--- config.mk ---
export PLATFORM = sky130hd
export DESIGN_NAME = edge_scan_ctrl
export DESIGN_NICKNAME = d
export VERILOG_FILES = /design/src/rtl/edge_pkg.sv /design/src/rtl/edge_lat_pipe.sv /design/src/rtl/edge_scan_ctrl.sv
export SDC_FILE = /design/constraint.sdc
export NUM_CORES = 1
export LEC_CHECK = 0
export CORE_ASPECT_RATIO = 1.75
export CORE_MARGIN = 5
export CORE_UTILIZATION = 50
export CTS_BUF_LIST = sky130_fd_sc_hd__clkbuf_16
export CTS_CLUSTER_SIZE = 30
export DETAILED_ROUTE_END_ITERATION = 8
export PLACE_DENSITY_LB_ADDON = 0.05
export SYNTH_ARGS = -nofsm -noshare
export SYNTH_HDL_FRONTEND = slang
export SYNTH_HIERARCHICAL = 1
export SYNTH_SLANG_ARGS = --single-unit
--- constraint.sdc ---
create_clock -name clk -period 4.41 [get_ports clk]
set_input_delay 1.1025 -clock clk [delete_from_list [all_inputs] [get_ports clk]]
set_output_delay 1.1025 -clock clk [all_outputs]
set_load 0.1 [all_outputs]
--- src/rtl/edge_pkg.sv ---
// rtl/edge_pkg.sv - shared geometry, op encodings and kernel size for the edge-detection sequencer
package edge_pkg;

  localparam int IMG_DIM = 20;
  localparam int IDX_W   = 9;

  typedef enum logic [2:0] {
    OP_IDLE     = 3'd0,
    OP_MED_FIL  = 3'd1,
    OP_GAU_FIL  = 3'd2,
    OP_SOBEL    = 3'd3,
    OP_NON_MAX  = 3'd4,
    OP_HYSTER   = 3'd5,
    OP_QUANTIZE = 3'd6
  } op_e;

  function automatic logic [IDX_W-1:0] kernel_size(input op_e op);
    return (op == OP_GAU_FIL) ? IDX_W'(5) : IDX_W'(3);
  endfunction

endpackage

--- src/rtl/edge_lat_pipe.sv ---
// rtl/edge_lat_pipe.sv - fixed-depth valid+index delay line matching the filter pipeline latency
module edge_lat_pipe #(
  parameter int DEPTH = 2,
  parameter int W     = 9
) (
  input  logic         clk,
  input  logic         resetn,
  input  logic         in_valid,
  input  logic [W-1:0] in_idx,
  output logic         out_valid,
  output logic [W-1:0] out_idx
);

  logic         valid_q [DEPTH];
  logic         valid_d [DEPTH];
  logic [W-1:0] idx_q   [DEPTH];
  logic [W-1:0] idx_d   [DEPTH];

  always_comb begin
    valid_d[0] = in_valid;
    idx_d[0]   = in_idx;
    for (int i = 1; i < DEPTH; i++) begin
      valid_d[i] = valid_q[i-1];
      idx_d[i]   = idx_q[i-1];
    end
  end

  always_ff @(posedge clk) begin
    if (!resetn) begin
      for (int i = 0; i < DEPTH; i++) begin
        valid_q[i] <= 1'b0;
        idx_q[i]   <= '0;
      end
    end else begin
      for (int i = 0; i < DEPTH; i++) begin
        valid_q[i] <= valid_d[i];
        idx_q[i]   <= idx_d[i];
      end
    end
  end

  assign out_valid = valid_q[DEPTH-1];
  assign out_idx   = idx_q[DEPTH-1];

endmodule

--- src/rtl/edge_scan_ctrl.sv ---
// rtl/edge_scan_ctrl.sv - steps the filter chain and raster-scans kernel window columns per operation
module edge_scan_ctrl
  import edge_pkg::*;
#(
  parameter int MOD_LAT = 2
) (
  input  logic             clk,
  input  logic             reset,
  input  logic             load_end,
  input  logic             mod_ready,
  output logic [2:0]       op,
  output logic             col_valid,
  output logic             col_first,
  output logic [IDX_W-1:0] rd_idx0,
  output logic [IDX_W-1:0] rd_idx1,
  output logic [IDX_W-1:0] rd_idx2,
  output logic [IDX_W-1:0] rd_idx3,
  output logic [IDX_W-1:0] rd_idx4,
  output logic             wr_valid,
  output logic [IDX_W-1:0] wr_idx,
  output logic             wb_en,
  output logic             readable,
  output logic             frame_done
);

  typedef enum logic [2:0] {
    S_IDLE, S_SET_OP, S_SCAN, S_DRAIN, S_WRITE_BACK, S_DONE
  } state_e;

  localparam int LAT_W = $clog2(MOD_LAT + 1);

  state_e           state_q, state_d;
  op_e              op_q, op_d;
  logic [IDX_W-1:0] row_q, row_d, col_q, col_d;
  logic [LAT_W-1:0] drain_q, drain_d;
  logic [IDX_W-1:0] k, half, push_idx;
  logic [IDX_W-1:0] rd_idx [5];
  logic             in_scan, accept, push_valid, last_col, last_row;

  always_comb begin
    k          = kernel_size(op_q);
    half       = k >> 1;
    in_scan    = (state_q == S_SCAN);
    accept     = in_scan && mod_ready;
    last_col   = (col_q == IDX_W'(IMG_DIM - 1));
    last_row   = (row_q == IDX_W'(IMG_DIM) - k);
    // A column at or beyond K-1 closes the window whose centre sits K/2 back.
    push_valid = accept && (col_q >= k - IDX_W'(1));
    push_idx   = push_valid ? (row_q + half) * IDX_W'(IMG_DIM) + col_q - half : '0;
    for (int i = 0; i < 5; i++) begin
      rd_idx[i] = (in_scan && IDX_W'(i) < k) ? (row_q + IDX_W'(i)) * IDX_W'(IMG_DIM) + col_q : '0;
    end
  end

  always_comb begin
    state_d    = state_q;
    op_d       = op_q;
    row_d      = row_q;
    col_d      = col_q;
    drain_d    = drain_q;
    col_valid  = 1'b0;
    col_first  = 1'b0;
    wb_en      = 1'b0;
    frame_done = 1'b0;
    unique case (state_q)
      S_IDLE: begin
        if (load_end) state_d = S_SET_OP;
      end
      S_SET_OP: begin
        op_d    = op_e'(op_q + 3'd1);
        row_d   = '0;
        col_d   = '0;
        state_d = S_SCAN;
      end
      S_SCAN: begin
        col_valid = 1'b1;
        col_first = (col_q == '0);
        if (accept) begin
          if (last_col) begin
            col_d = '0;
            row_d = row_q + IDX_W'(1);
            if (last_row) begin
              state_d = S_DRAIN;
              drain_d = '0;
            end
          end else begin
            col_d = col_q + IDX_W'(1);
          end
        end
      end
      S_DRAIN: begin
        drain_d = drain_q + LAT_W'(1);
        if (drain_q == LAT_W'(MOD_LAT - 1)) begin
          if (op_q == OP_HYSTER) begin
            state_d = S_DONE;
            op_d    = OP_IDLE;
          end else begin
            state_d = S_WRITE_BACK;
          end
        end
      end
      S_WRITE_BACK: begin
        wb_en   = 1'b1;
        state_d = S_SET_OP;
      end
      S_DONE: begin
        frame_done = 1'b1;
        state_d    = S_IDLE;
      end
      default: state_d = S_IDLE;
    endcase
  end

  always_ff @(posedge clk) begin
    if (!reset) begin
      state_q <= S_IDLE;
      op_q    <= OP_IDLE;
      row_q   <= '0;
      col_q   <= '0;
      drain_q <= '0;
    end else begin
      state_q <= state_d;
      op_q    <= op_d;
      row_q   <= row_d;
      col_q   <= col_d;
      drain_q <= drain_d;
    end
  end

  edge_lat_pipe #(
    .DEPTH (MOD_LAT),
    .W     (IDX_W)
  ) u_lat_pipe (
    .clk       (clk),
    .resetn    (reset),
    .in_valid  (push_valid),
    .in_idx    (push_idx),
    .out_valid (wr_valid),
    .out_idx   (wr_idx)
  );

  assign op       = op_q;
  assign readable = wr_valid && (op_q == OP_HYSTER);
  assign rd_idx0  = rd_idx[0];
  assign rd_idx1  = rd_idx[1];
  assign rd_idx2  = rd_idx[2];
  assign rd_idx3  = rd_idx[3];
  assign rd_idx4  = rd_idx[4];

endmodule

==> out/metrics.cfg <==
[floorplan]
core.rowCount = 49
die_area_um2 = 12700
core_um2 = 10200
die_w_um = 87.2
io_pins = 67
die_h_um = 145
initial_utilization_pct = 51.0

[setup_path]
end_kind = output pin
crit_arrival_ns = 3.40
critPathLaunchType = register
worst_ep_required_time_ns = 3.31
critical_path_class = register to output pin
crit_fanout = 5

[sta]
clock_skew_ns = 0.0100
period_minus_slack_ns = 4.50
rsz0062_at_grt = yes
finalCritPeriodShare_pct = 102
tightest_slew_ns = 0.978
slew-limit-headroom_pct = 34.6
layout_setup_ws_ns = -0.0894
hold_viol_final = 0
slew_viol_final = 0
fmax_mhz = 222
setup_viol = 6

[route]
drtAntennaViolNets = 0
vias = 4801
drtPass1Iterations = 4
drc_errors = 0
via_per_inst = 5.68
drt_wl_total_um = 15000
drt-initial-drc-count = 183
wl_per_cell_um = 17.8

[grt]
grt_max_degree = 27
grtUsageTotal_pct = 24.0
grt_use_met2_pct = 45.9
antenna_found_initial = 0
grt.met1_usage_pct = 24.9
grt_pass1_wl_um = 24400
use_met3_pct = 2.21
overflow = 0
grt.busiest_layer = met2
grt_pass1_vias = 5028

[clocking]
cts_tree = done
htree_levels = 2
clk_pin_slew_ns = 0.07
cts_buffers = 5
clock_sinks = 46
clock_latency_ns = 0.30
clockBufferDepth = 2
cts_root_buf = clkbuf_16

[cells_and_area]
layout-drive-gt1-share_pct = 24.0
seqCellArea_um2 = 938
multi_input_area_um2 = 4290
antenna_cells = 0
fillers = 804
syn_to_final_growth_pct = 34.3
layout.nets = 831

[logic_synthesis]
ys_seq_elements = 46
synthFlopType = dfxtp_1
yosysUniqueCellTypes = 53
syn_inst = 626
synth_edf_count = 0
synth_top_area_share_pct = 23.5
ys_seq_area_share_pct = 17.6
netlist_area_um2 = 5220
syn_area_per_cell_um2 = 8.34
async_flop_share_pct = 0
syn-num-nets = 740
synthTopCellsByArea = ha_1 (23%), dfxtp_1 (18%), xnor2_1 (4.9%)
synth_top_area_cell = ha_1
yosys_warnings = 6

[placement]
port_buffers = 66
dp_hpwl_um = 11900
gpl.final_weighted_congestion = 0.942
preCtsSetupSlack_ns = 0.0138

[run]
drv_cap = 0

[pwr]
ir_drop_mv = 0.429
powerDensity_nw_per_um2 = 239
p_total_uw = 1680
p_leak_uw = 0.00329

[min_path]
min_path_type = register to register

[outcome]
violations = setup timing
status = finished, violations left

==> registers in the layout, summed over array words and instances, names as in the netlist <==
register,flops
u_lat_pipe/idx_q,18
u_lat_pipe/valid_q,2
row_q,9
col_q,9
drain_q,2
op,3
state_q,3
==> worst max-delay path: stages (launching register included) <==
cell and delay [ns]:
dfxtp_4 0.38, ha_4 0.18, buf_6 0.13, a21oi_4 0.13, xnor2_2 0.08, ha_1 0.29, ha_2 0.19, inv_2 0.04
fa_1 0.49, inv_2 0.05, ha_4 0.28, o21a_1 0.12, o31a_1 0.16, o21ai_2 0.08, a21o_1 0.16, o21ai_2 0.15
buf_12 0.19
==> cell usage after synthesis, drive strengths merged, types with 4 or more instances <==
library cell   n
nor2          60
and2          21
nor3b          5
mux2i          7
and3           7
nand3         15
a31oi          4
a21oi         33
xnor3          5
nand2b         9
o21ai         23
fa            12
ha            98
o21a          10
a21o          16
dfxtp         46
inv           56
nor2b         14
nand4         12
nor3          18
clkbuf        14
nand2         31
xnor2         30
xor2          21
a211oi         7
buf           11
or3            4
==> repair_timing <==
action,4_1_cts,5_1_grt
pin swaps,10,12
buffers inserted,9,7
hold buffers,0,0
setup endpoints to repair,9,12
resized for setup,30,16
==> per-stage QoR <==
stage / cell area [um^2] / hold slack (ns) / setup TNS [ns] / std cells / util (%)
floorplan: 5360 / 0.412 / -1.01 / 626 / -
global placement: 6520 / 0.422 / 0 / 822 / 63.6
detailed placement: 6520 / 0.419 / 0 / 822 / 63.6
CTS: 6890 / 0.439 / -0.248 / 839 / 67.3
global route: 7010 / 0.454 / -1.29 / 845 / 68.5
finish: 7010 / 0.436 / -0.310 / 845 / 68.5
==> cell usage in the layout, fill, tap and decap left out, types with 12 or more instances in the layout <==
cell	count
ha_1	85
nor2_1	59
buf_4	57
inv_1	55
dfxtp_1	40
buf_12	31
nand2_1	30
a21oi_1	29
xnor2_1	26
xor2_1	20
clkdlybuf4s50_1	19
o21ai_0	18
a21o_1	16
nor2b_1	14
nand3_1	13
nand4_1	12
==> cell type report <==
class	count	share of cell area, %
flip-flops and latches	46	13.4
inverters	58	3.14
clock inverters	3	0.214
multi-input cells	497	61.2
repair buffers	109	18.0
well taps	127	2.27
clock buffers	5	1.79
==> cell families after synthesis <==
logic type | share of synthesized area [%]
muxes | 1.34
adders and majority gates | 28.1
buffers and inverters | 6.78
AOI/OAI and AO/OA | 13.7
and+or+nand+nor | 21.4
xor gates and xnor gates | 11.1
DFF | 17.6
==> where the power goes <==
group	internal (uW)	leakage (uW)	switching, uW
clock network	206	0.0000724	163
logic	261	0.00284	568
registers	437	0.000375	41.1
==> worst paths after layout <==
check | from | endpoint | slack (ns) | cells past startpoint
worst max-delay path | row_q[1] | rd_idx3[8] | -0.09 | 16
worst min register to register | u_lat_pipe/idx_q[0][0] | u_lat_pipe/idx_q[0][9] | 0.44 | 1
worst min-delay path | u_lat_pipe/idx_q[0][0] | u_lat_pipe/idx_q[0][9] | 0.44 | 1
worst max register to register | op[0] | u_lat_pipe/idx_q[0][8] | 0.20 | 20
==> layer usage <==
metal / vias up / share of wire (%)
met5: - / 0
met2: 113 / 56
li1: 2345 / -
met3: 38 / 3.0
met1: 2305 / 36
met4: 0 / 4.9
Note: power is estimated with default switching activity, not from simulation.
